$ cat config.mk
export PLATFORM = sky130hd
export DESIGN_NAME = funnel_shift_pipe_flat
export DESIGN_NICKNAME = d
export VERILOG_FILES = /design/src/rtl/funnel_pkg.sv /design/src/rtl/funnel_shift_pipe_if.sv /design/src/rtl/funnel_shift_pipe_stage.sv /design/src/rtl/funnel_shift_pipe.sv /design/src/flat_wrapper.sv
export SDC_FILE = /design/constraint.sdc
export NUM_CORES = 2
export LEC_CHECK = 0
export ABC_CLOCK_PERIOD_IN_PS = 18050
export CAP_MARGIN = 20
export CORE_ASPECT_RATIO = 1.4
export CORE_MARGIN = 4
export CORE_UTILIZATION = 50
export CTS_CLUSTER_SIZE = 14
export DETAILED_ROUTE_END_ITERATION = 6
export DONT_BUFFER_PORTS = 1
export GPL_TIMING_DRIVEN = 1
export HOLD_SLACK_MARGIN = 0.1
export PLACE_DENSITY = 0.63
export SLEW_MARGIN = 10
export SYNTH_ARGS = -nofsm -noshare
export SYNTH_HDL_FRONTEND = slang
export SYNTH_SLANG_ARGS = --single-unit
$ cat constraint.sdc
create_clock -name clk -period 18.05 [get_ports clk]
set_input_delay 1.805 -clock clk [delete_from_list [all_inputs] [get_ports clk]]
set_output_delay 1.805 -clock clk [all_outputs]
set_load 0.005 [all_outputs]
$ cat src/rtl/funnel_pkg.sv
// Shared definitions for the funnel shifter pipeline: shift-mode encodings.
package funnel_pkg;

  localparam int MODE_W = 3;

  // Codes 5..7 are reserved and pass the operand through unshifted.
  typedef enum logic [MODE_W-1:0] {
    MODE_SLL = 3'd0,
    MODE_SRL = 3'd1,
    MODE_SRA = 3'd2,
    MODE_ROL = 3'd3,
    MODE_ROR = 3'd4
  } shift_mode_e;

endpackage

$ cat src/rtl/funnel_shift_pipe_if.sv
// Valid/ready operation and result bundle for funnel_shift_pipe.
// out_ovf exists only when FSHIFT_OVF_EN is defined.
interface funnel_shift_pipe_if #(
  parameter int WIDTH = 32,
  parameter int TAG_W = 4
);
  localparam int SH_W = $clog2(2 * WIDTH);

  logic               in_valid;
  logic               in_ready;
  logic [WIDTH-1:0]   in_a;
  logic [WIDTH-1:0]   in_b;
  logic [2:0]         in_mode;
  logic [SH_W-1:0]    in_shift;
  logic [TAG_W-1:0]   in_tag;
  logic               out_valid;
  logic               out_ready;
  logic [2*WIDTH-1:0] out_data;
  logic [TAG_W-1:0]   out_tag;
`ifdef FSHIFT_OVF_EN
  logic               out_ovf;
`endif

  modport master (
    output in_valid, in_a, in_b, in_mode, in_shift, in_tag, out_ready,
    input  in_ready, out_valid, out_data, out_tag
`ifdef FSHIFT_OVF_EN
    , out_ovf
`endif
  );

  modport slave (
    input  in_valid, in_a, in_b, in_mode, in_shift, in_tag, out_ready,
    output in_ready, out_valid, out_data, out_tag
`ifdef FSHIFT_OVF_EN
    , out_ovf
`endif
  );

endinterface

$ cat src/rtl/funnel_shift_pipe_stage.sv
// One pipeline stage: conditionally shifts/rotates by 2**STAGE and registers the result.
// Overflow accumulation is built only when FSHIFT_OVF_EN is defined.
module funnel_stage
  import funnel_pkg::*;
#(
  parameter int WIDTH = 32,
  parameter int TAG_W = 4,
  parameter int STAGE = 0,
  parameter int SH_W  = $clog2(2 * WIDTH)
) (
  input  logic               clk,
  input  logic               rst,
  input  logic               i_en,
  input  logic               i_valid,
  input  logic [2*WIDTH-1:0] i_data,
  input  logic [MODE_W-1:0]  i_mode,
  input  logic [SH_W-1:0]    i_shift,
  input  logic [TAG_W-1:0]   i_tag,
`ifdef FSHIFT_OVF_EN
  input  logic               i_ovf,
  output logic               o_ovf,
`endif
  output logic               o_valid,
  output logic [2*WIDTH-1:0] o_data,
  output logic [MODE_W-1:0]  o_mode,
  output logic [SH_W-1:0]    o_shift,
  output logic [TAG_W-1:0]   o_tag
);
  localparam int DW  = 2 * WIDTH;
  localparam int AMT = 1 << STAGE;

  logic [DW-1:0] w_shifted;

  // NOTE: combinational blocks use blocking '=' and assign a default first, so no latch is inferred.
  always_comb begin
    w_shifted = i_data;
    if (i_shift[STAGE]) begin
      case (i_mode)
        MODE_SLL: w_shifted = i_data << AMT;
        MODE_SRL: w_shifted = i_data >> AMT;
        MODE_SRA: w_shifted = $unsigned($signed(i_data) >>> AMT);
        MODE_ROL: w_shifted = (i_data << AMT) | (i_data >> (DW - AMT));
        MODE_ROR: w_shifted = (i_data >> AMT) | (i_data << (DW - AMT));
        default:  w_shifted = i_data;
      endcase
    end
  end

`ifdef FSHIFT_OVF_EN
  // Bits pushed out this stage: any 1 for logical shifts, any non-sign bit for SRA.
  logic w_lost;
  always_comb begin
    w_lost = 1'b0;
    if (i_shift[STAGE]) begin
      case (i_mode)
        MODE_SLL: w_lost = |i_data[DW-1 -: AMT];
        MODE_SRL: w_lost = |i_data[AMT-1:0];
        MODE_SRA: w_lost = |(i_data[AMT-1:0] ^ {AMT{i_data[DW-1]}});
        default:  w_lost = 1'b0;
      endcase
    end
  end

  always_ff @(posedge clk or posedge rst) begin
    if (rst)       o_ovf <= 1'b0;
    else if (i_en) o_ovf <= i_ovf | w_lost;
  end
`endif

  // NOTE: datapath registers are cleared with the valid bit so a reset output never shows stale data.
  always_ff @(posedge clk or posedge rst) begin
    if (rst) begin
      o_valid <= 1'b0;
      o_data  <= '0;
      o_mode  <= '0;
      o_shift <= '0;
      o_tag   <= '0;
    end else if (i_en) begin
      o_valid <= i_valid;
      o_data  <= w_shifted;
      o_mode  <= i_mode;
      o_shift <= i_shift;
      o_tag   <= i_tag;
    end
  end

endmodule

$ cat src/rtl/funnel_shift_pipe.sv
// Logarithmic funnel shifter: SH_W registered stages, whole pipe stalls on output backpressure.
// Optional overflow flag enabled by defining FSHIFT_OVF_EN.
module funnel_shift_pipe
  import funnel_pkg::*;
#(
  parameter int WIDTH = 32,
  parameter int TAG_W = 4
) (
  input logic                clk,
  input logic                rst,
  funnel_shift_pipe_if.slave bus
);
  localparam int SH_W = $clog2(2 * WIDTH);
  localparam int DW   = 2 * WIDTH;

  logic              w_en;
  logic              w_valid [SH_W+1];
  logic [DW-1:0]     w_data  [SH_W+1];
  logic [MODE_W-1:0] w_mode  [SH_W+1];
  logic [SH_W-1:0]   w_shift [SH_W+1];
  logic [TAG_W-1:0]  w_tag   [SH_W+1];
`ifdef FSHIFT_OVF_EN
  logic              w_ovf   [SH_W+1];
  assign w_ovf[0] = 1'b0;
`endif

  // A single enable for every stage: nothing moves while a result waits unconsumed.
  assign w_en = !w_valid[SH_W] || bus.out_ready;

  assign w_valid[0] = bus.in_valid;
  assign w_data[0]  = {bus.in_a, bus.in_b};
  assign w_mode[0]  = bus.in_mode;
  assign w_shift[0] = bus.in_shift;
  assign w_tag[0]   = bus.in_tag;

  for (genvar k = 0; k < SH_W; k++) begin : g_stage
    funnel_stage #(
      .WIDTH (WIDTH),
      .TAG_W (TAG_W),
      .STAGE (k),
      .SH_W  (SH_W)
    ) u_stage (
      .clk     (clk),
      .rst     (rst),
      .i_en    (w_en),
      .i_valid (w_valid[k]),
      .i_data  (w_data[k]),
      .i_mode  (w_mode[k]),
      .i_shift (w_shift[k]),
      .i_tag   (w_tag[k]),
`ifdef FSHIFT_OVF_EN
      .i_ovf   (w_ovf[k]),
      .o_ovf   (w_ovf[k+1]),
`endif
      .o_valid (w_valid[k+1]),
      .o_data  (w_data[k+1]),
      .o_mode  (w_mode[k+1]),
      .o_shift (w_shift[k+1]),
      .o_tag   (w_tag[k+1])
    );
  end

  assign bus.in_ready  = w_en;
  assign bus.out_valid = w_valid[SH_W];
  assign bus.out_data  = w_data[SH_W];
  assign bus.out_tag   = w_tag[SH_W];
`ifdef FSHIFT_OVF_EN
  assign bus.out_ovf   = w_ovf[SH_W];
`endif

endmodule

$ cat src/flat_wrapper.sv
// flat-port wrapper written by rule: the top's interface ports become plain ports
module funnel_shift_pipe_flat import funnel_pkg::*;
#(
  parameter int WIDTH = 32,
  parameter int TAG_W = 4
)
  (clk, rst, bus_in_valid, bus_in_a, bus_in_b, bus_in_mode, bus_in_shift, bus_in_tag, bus_out_ready, bus_in_ready, bus_out_valid, bus_out_data, bus_out_tag);
  funnel_shift_pipe_if #(.WIDTH(WIDTH), .TAG_W(TAG_W)) bus_i ();
  input logic clk;
  input logic rst;
  input wire logic [$bits(bus_i.in_valid)-1:0] bus_in_valid;
  input wire logic [$bits(bus_i.in_a)-1:0] bus_in_a;
  input wire logic [$bits(bus_i.in_b)-1:0] bus_in_b;
  input wire logic [$bits(bus_i.in_mode)-1:0] bus_in_mode;
  input wire logic [$bits(bus_i.in_shift)-1:0] bus_in_shift;
  input wire logic [$bits(bus_i.in_tag)-1:0] bus_in_tag;
  input wire logic [$bits(bus_i.out_ready)-1:0] bus_out_ready;
  output wire logic [$bits(bus_i.in_ready)-1:0] bus_in_ready;
  output wire logic [$bits(bus_i.out_valid)-1:0] bus_out_valid;
  output wire logic [$bits(bus_i.out_data)-1:0] bus_out_data;
  output wire logic [$bits(bus_i.out_tag)-1:0] bus_out_tag;
  assign bus_i.in_valid = bus_in_valid;
  assign bus_i.in_a = bus_in_a;
  assign bus_i.in_b = bus_in_b;
  assign bus_i.in_mode = bus_in_mode;
  assign bus_i.in_shift = bus_in_shift;
  assign bus_i.in_tag = bus_in_tag;
  assign bus_i.out_ready = bus_out_ready;
  assign bus_in_ready = bus_i.in_ready;
  assign bus_out_valid = bus_i.out_valid;
  assign bus_out_data = bus_i.out_data;
  assign bus_out_tag = bus_i.out_tag;
  funnel_shift_pipe #(.WIDTH(WIDTH), .TAG_W(TAG_W)) u_core (.clk(clk), .rst(rst), .bus(bus_i));
endmodule
After elaboration in Yosys (flattened, before gate mapping)
Cells that the tools add are included.
Widths: inputs -> output; s select.
{ "word_totals": {"register_bits": 459, "out_inout_bits": 70, "elab_cells": 84, "input_bits": 81} }
{ "op_classes": {"n_bitwise": 11, "reduce_logical": 9, "eq_ne": 24, "muxes": 12} }
{ "op_table": {"columns": ["op", "n"], "rows": [
  ["$pmux 64 s5", 5],
  ["$mux 64", 6],
  ["$pmux 64 s4", 1],
  ["$or 32x64->64", 1],
  ["$or 48x64->64", 1],
  ["$or 56x64->64", 1],
  ["$or 60x64->64", 1],
  ["$or 62x64->64", 1],
  ["$or 63x64->64", 1],
  ["$or 64x1->64", 1],
  ["$or 64x16->64", 1],
  ["$or 64x2->64", 1],
  ["$or 64x4->64", 1],
  ["$or 64x8->64", 1],
  ["$eq 3x2->1 const B", 12],
  ["$eq 3x1->1 const B", 6],
  ["$eq 3x3->1 const B", 6],
  ["$logic_not 3->1", 6],
  ["$reduce_or 2->1", 1],
  ["$logic_not 1->1", 1],
  ["$logic_or 1x1->1", 1]
]} }

Depth between registers and ports, before layout
{ "depth": {"word_depth": 4, "depth_mapped": 8, "depth_no_buf": 5} }

Modules after synthesis
Synthesis repeated with hierarchy kept, for this count alone.
{ "hier_totals": {"hier_cells": 3094, "area_unflattened_um2": 30216.5} }
{ "by_module_without_submodules": {"columns": ["module", "cells_per_inst", "n_inst", "area_per_inst_um2", "seq_area_each_um2"], "rows": [
  ["funnel_stage at u_core.g_stage[2].u_stage", 539, 1, 5253.8, 1951.9],
  ["funnel_stage at u_core.g_stage[4].u_stage", 528, 1, 5221.3, 1951.9],
  ["funnel_stage at u_core.g_stage[0].u_stage", 536, 1, 5183.7, 1951.9],
  ["funnel_stage at u_core.g_stage[1].u_stage", 542, 1, 5178.7, 1951.9],
  ["funnel_stage at u_core.g_stage[3].u_stage", 543, 1, 5089.9, 1951.9],
  ["funnel_stage at u_core.g_stage[5].u_stage", 405, 1, 4282.9, 1951.9],
  ["funnel_shift_pipe", 1, 1, 6.3, 0.0]
]} }

Least setup slack after synthesis
Ideal clock, no wire load.
{ "synth_timing": {"path_type": "input -> output", "from": "in bus_out_ready", "to": "out bus_in_ready", "n_path_buf": 4, "path_stages": 6, "arrival_time_ps": 2779, "required_ps": 16245, "setup_slack_ps": 13466, "path_cell_list": "nor2b_1 -> buf_2 -> inv_2 -> buf_2 -> clkbuf_1 -> buf_1"} }
{ "synth_between": {"elab_chain_cells": 1} }
{ "synth_rtl": {"columns": ["item", "line_no", "source"], "rows": [
  ["from (decl)", "flat_wrapper.sv:17", "input wire logic [$bits(bus_i.out_ready)-1:0] bus_out_ready;"],
  ["$logic_or 1x1->1", "funnel_shift_pipe.sv:28", "assign w_en = !w_valid[SH_W] || bus.out_ready;"],
  ["to (decl)", "flat_wrapper.sv:18", "output wire logic [$bits(bus_i.in_ready)-1:0] bus_in_ready;"]
]} }
No other way between the ends.

Worst setup path after layout
{ "layout_timing": {"from": "in bus_out_ready", "to": "reg u_core.g_stage[5].u_stage.o_data[21]"} }
{ "layout_between": {"elab_chain_cells": 1} }
{ "layout_rtl": {"columns": ["item", "line_no", "source"], "rows": [
  ["$logic_or 1x1->1", "funnel_shift_pipe.sv:28", null],
  ["to (signal assigned)", "funnel_shift_pipe_stage.sv:80", "o_data <= w_shifted;"],
  ["to (decl)", "funnel_shift_pipe_stage.sv:24", "output logic [2*WIDTH-1:0] o_data,"]
]} }
No other way between the ends.
A chain may end at the register's enable or synchronous reset.

==> impl_results.md <==
* Status: complete, but fails checks
* Failing checks: design-rule violations
* RSZ-0062 raised after global routing: false
* Sequential power share at 36.7%
* Quantity of I/O buffers inserted on ports at 0
* Vias at 24350
* Initial Utilization at 50.8%
* CTS root buf: clkbuf_16
* Startpoint Class: input pin
* Synth Instances at 3082
* All-Layer GR Usage at 28.4%
* Post-synthesis cell area at 0.0266 mm²
* Clock Sink Count at 444
* # hold bufs at CTS at 0
* First-pass GRT wire length at 134 mm
* Row count at 99
* Clock share of power at 15.4%
* Num CTS Buffers at 46
* FFs w/ async S/R, synth at 100%
* Int Pwr at 3.34 mW
* Final-stage net count at 2927
* Post-synthesis net count at 3163
* Routed wire length at 83.6 mm
* CP Capture Type: register
* Die H at 281 µm
* Final Cell Area at 0.0282 mm²
* Placed Instance Area at 0.0267 mm²
* Final setup fails at 0
* Netlist cell types at 52
* Share of layout cells above drive strength 1 at 9.47%
* Largest net degree at the start of global routing at 124
* Vias per Instance at 6.78
* Highest metal used: met4
* Finished Core Util at 53.9%
* Comb power frac at 47.9%
* Met2 Routed Length at 42.4 mm
* Tmin final at 5.17 ns
* Initial antenna violation count at 1
* Final non-filler cell total at 3590
* Final Max Slew Viols at 0
* #FFs+latches synth at 444
* Core ar. at 0.0524 mm²
* Fillers at 4811
* Max frequency at 0.194 GHz
* Slowest stage delay, CP at 0.81 ns
* Post-CTS Setup Bufs at 0
* Setup TNS at 0 ns
* Setup Crit Path Kind: in -> reg
* Pwr/cell area at 219 mW/mm²
* Slowest-stage cell, CP: buf_4
* H-tree depth at 2
* Global placer's final weighted congestion at 0.884
* Seq/Total Area, Yosys at 41.8%
* DRT antenna net count at 0
* Die W at 203 µm
* Synth Flop Type: dfrtp_1
* Post-synth EDFFs at 0
* Yosys warns at 0
* CTS tree: built
* Ant diodes at 0
* Max-Cap Viols at 0
* Avg Synthesized Cell Area at 8.63 µm²
* Net Sw Power at 2.85 mW
* Total gr overflow at 0
* Die Area at 0.0570 mm²
* Hold crit path type: reg -> reg
* Peak supply drop at 0.0954 mV
* CP required at 18.51 ns
* Met3 WL at 4.83 mm
* Max_slew headroom at 20.4%
* Clk buf depth at 3
* Initial DRC count at 2496
* Placed cell count at 3505
* P_leak at 11.3 nW
* CP Max Fanout at 95
* Post-CTS Resized at 0
* Drt wl/cell at 23.3 µm
* Crit path DAT at 5.63 ns
* Final Hold Viols at 0
* Final HPWL DP at 55.8 mm
* Slew @ Worst Pin at 1.19 ns
* Remaining DRCs at 3
* Vias in the first global route at 23379
* Area grow syn2layout at 6.12%
* Clk_skew at 0.0152 ns
* Met1 WL at 32.3 mm
* I/O Pins at 151
* Hold Worst Slack at 0.454 ns
* Worst skew pair latency at 0.58 ns
* Clock transition at the registers of the reported paths at 0.06 ns
* DR pass1 iterations at 7
* Fin crit share at 28.6%
* Critical path cell sequence: nor2b_4, buf_4, buf_4, buf_4, buf_4, nor2_2, buf_4, a221o_1
* Most common cell type on the critical path: buf_4
* Sw Share at 46.0%
worst max-delay path: cells and delay by family:
kind	cells	cell delay, ns
AO/OA/AOI/OAI	1	0.33
AND/OR/NAND/NOR	2	0.16
buffers and inverters	5	3.24
kinds of logic after synthesis:
| kind of cell | synth area share [%] |
|---|---|
| AOI/OAI and AO/OA | 32.7 |
| and+or+nand+nor | 14.4 |
| DFF | 41.8 |
| buffers and inverters | 5.23 |
| muxes | 5.33 |
| xor gates and xnor gates | 0.296 |
| adders and majority gates | 0.301 |
worst paths after layout:
kind,cells past startpoint,from,slack [ns],end
setup / recovery,8,bus_out_ready,12.88,u_core.g_stage[5].u_stage.o_data[21]
hold / removal,1,u_core.g_stage[4].u_stage.o_valid,0.45,u_core.g_stage[5].u_stage.o_valid
setup reg to reg,8,u_core.g_stage[5].u_stage.o_valid,13.68,u_core.g_stage[5].u_stage.o_data[21]
hold reg to reg,1,u_core.g_stage[4].u_stage.o_valid,0.45,u_core.g_stage[5].u_stage.o_valid
max in group asynchronous,4,rst,13.89,u_core.g_stage[0].u_stage.o_data[25]
min in group asynchronous,1,rst,1.21,u_core.g_stage[5].u_stage.o_data[55]
state kept, by name, summed over array words and instances (netlist names):
| register | count |
|---|---|
| u_core.g_stage.u_stage.o_data | 384 |
| u_core.g_stage.u_stage.o_mode | 15 |
| u_core.g_stage.u_stage.o_shift | 15 |
| u_core.g_stage.u_stage.o_tag | 24 |
| u_core.g_stage.u_stage.o_valid | 6 |
synth_stat cells, types with 8 or more instances:
cell,number,area share (%)
maj3_1,8,0.30
nor3_1,36,0.68
o21ai_1,32,0.60
o221a_2,10,0.42
nor3b_1,12,0.34
a222oi_1,78,2.9
o22ai_1,58,1.4
a22oi_1,11,0.31
and2_1,12,0.28
nand2_1,710,10
buf_1,32,0.45
nor2_1,74,1.0
o21ai_0,251,4.7
a221oi_1,22,0.72
a211oi_1,45,1.3
clkbuf_1,266,3.8
nand3_1,8,0.15
a31oi_1,10,0.24
mux2_2,109,4.6
buf_2,32,0.60
mux2i_1,19,0.71
a221o_1,199,7.5
dfrtp_1,444,42
o221ai_1,31,1.0
a21oi_1,269,5.1
o22a_1,174,5.7
and3_1,58,1.4
cells in the final DEF, fill, tap and decap left out, drive strengths merged, types with 31 or more instances in the layout:
master  Yosys  layout
o21ai     283     283
buf        72      54
a221o     199     199
dfrtp     444     444
nor3       36      36
a211oi     45      45
a21oi     270     270
o22a      174     174
clkbuf    266      73
o22ai      58      58
nor2       74      74
nand2     710     710
mux2      109     109
a222oi     78      78
o221ai     31      31
and3       58      58
power groups by stage:
stage,clock network (mW),registers [mW],logic (mW)
finish,0.952,2.27,2.97
global route,1.01,2.33,3.29
detailed placement,0,2.27,2.94
global placement,0,2.24,2.86
floorplan,0,1.88,2.44
CTS,0.974,2.25,2.95
final cells by class:
| cell class | instances | area [µm²] | share of cell area (%) |
|---|---|---|---|
| clock buffers | 73 | 1420 | 5.02 |
| inverters | 8 | 45.0 | 0.160 |
| well taps | 707 | 885 | 3.13 |
| clock inverters | 12 | 91.3 | 0.323 |
| repair buffers | 54 | 430 | 1.52 |
| multi-input cells | 2292 | 14300 | 50.5 |
| flip-flops and latches | 444 | 11100 | 39.4 |
stage by stage:
stage	setup slack, ns	total power [mW]
finish	12.88	6.19
global route	12.46	6.63
CTS	12.86	6.18
detailed placement	12.24	5.21
global placement	12.32	5.10
floorplan	3.87	4.32
per-layer routing:
metal,vias up,GRT usage (%)
li1,11159,-
met1,11998,35.2
met2,997,49.8
met3,196,3.91
met4,0,12.4
met5,-,0
(Power assumes the default switching activity.)
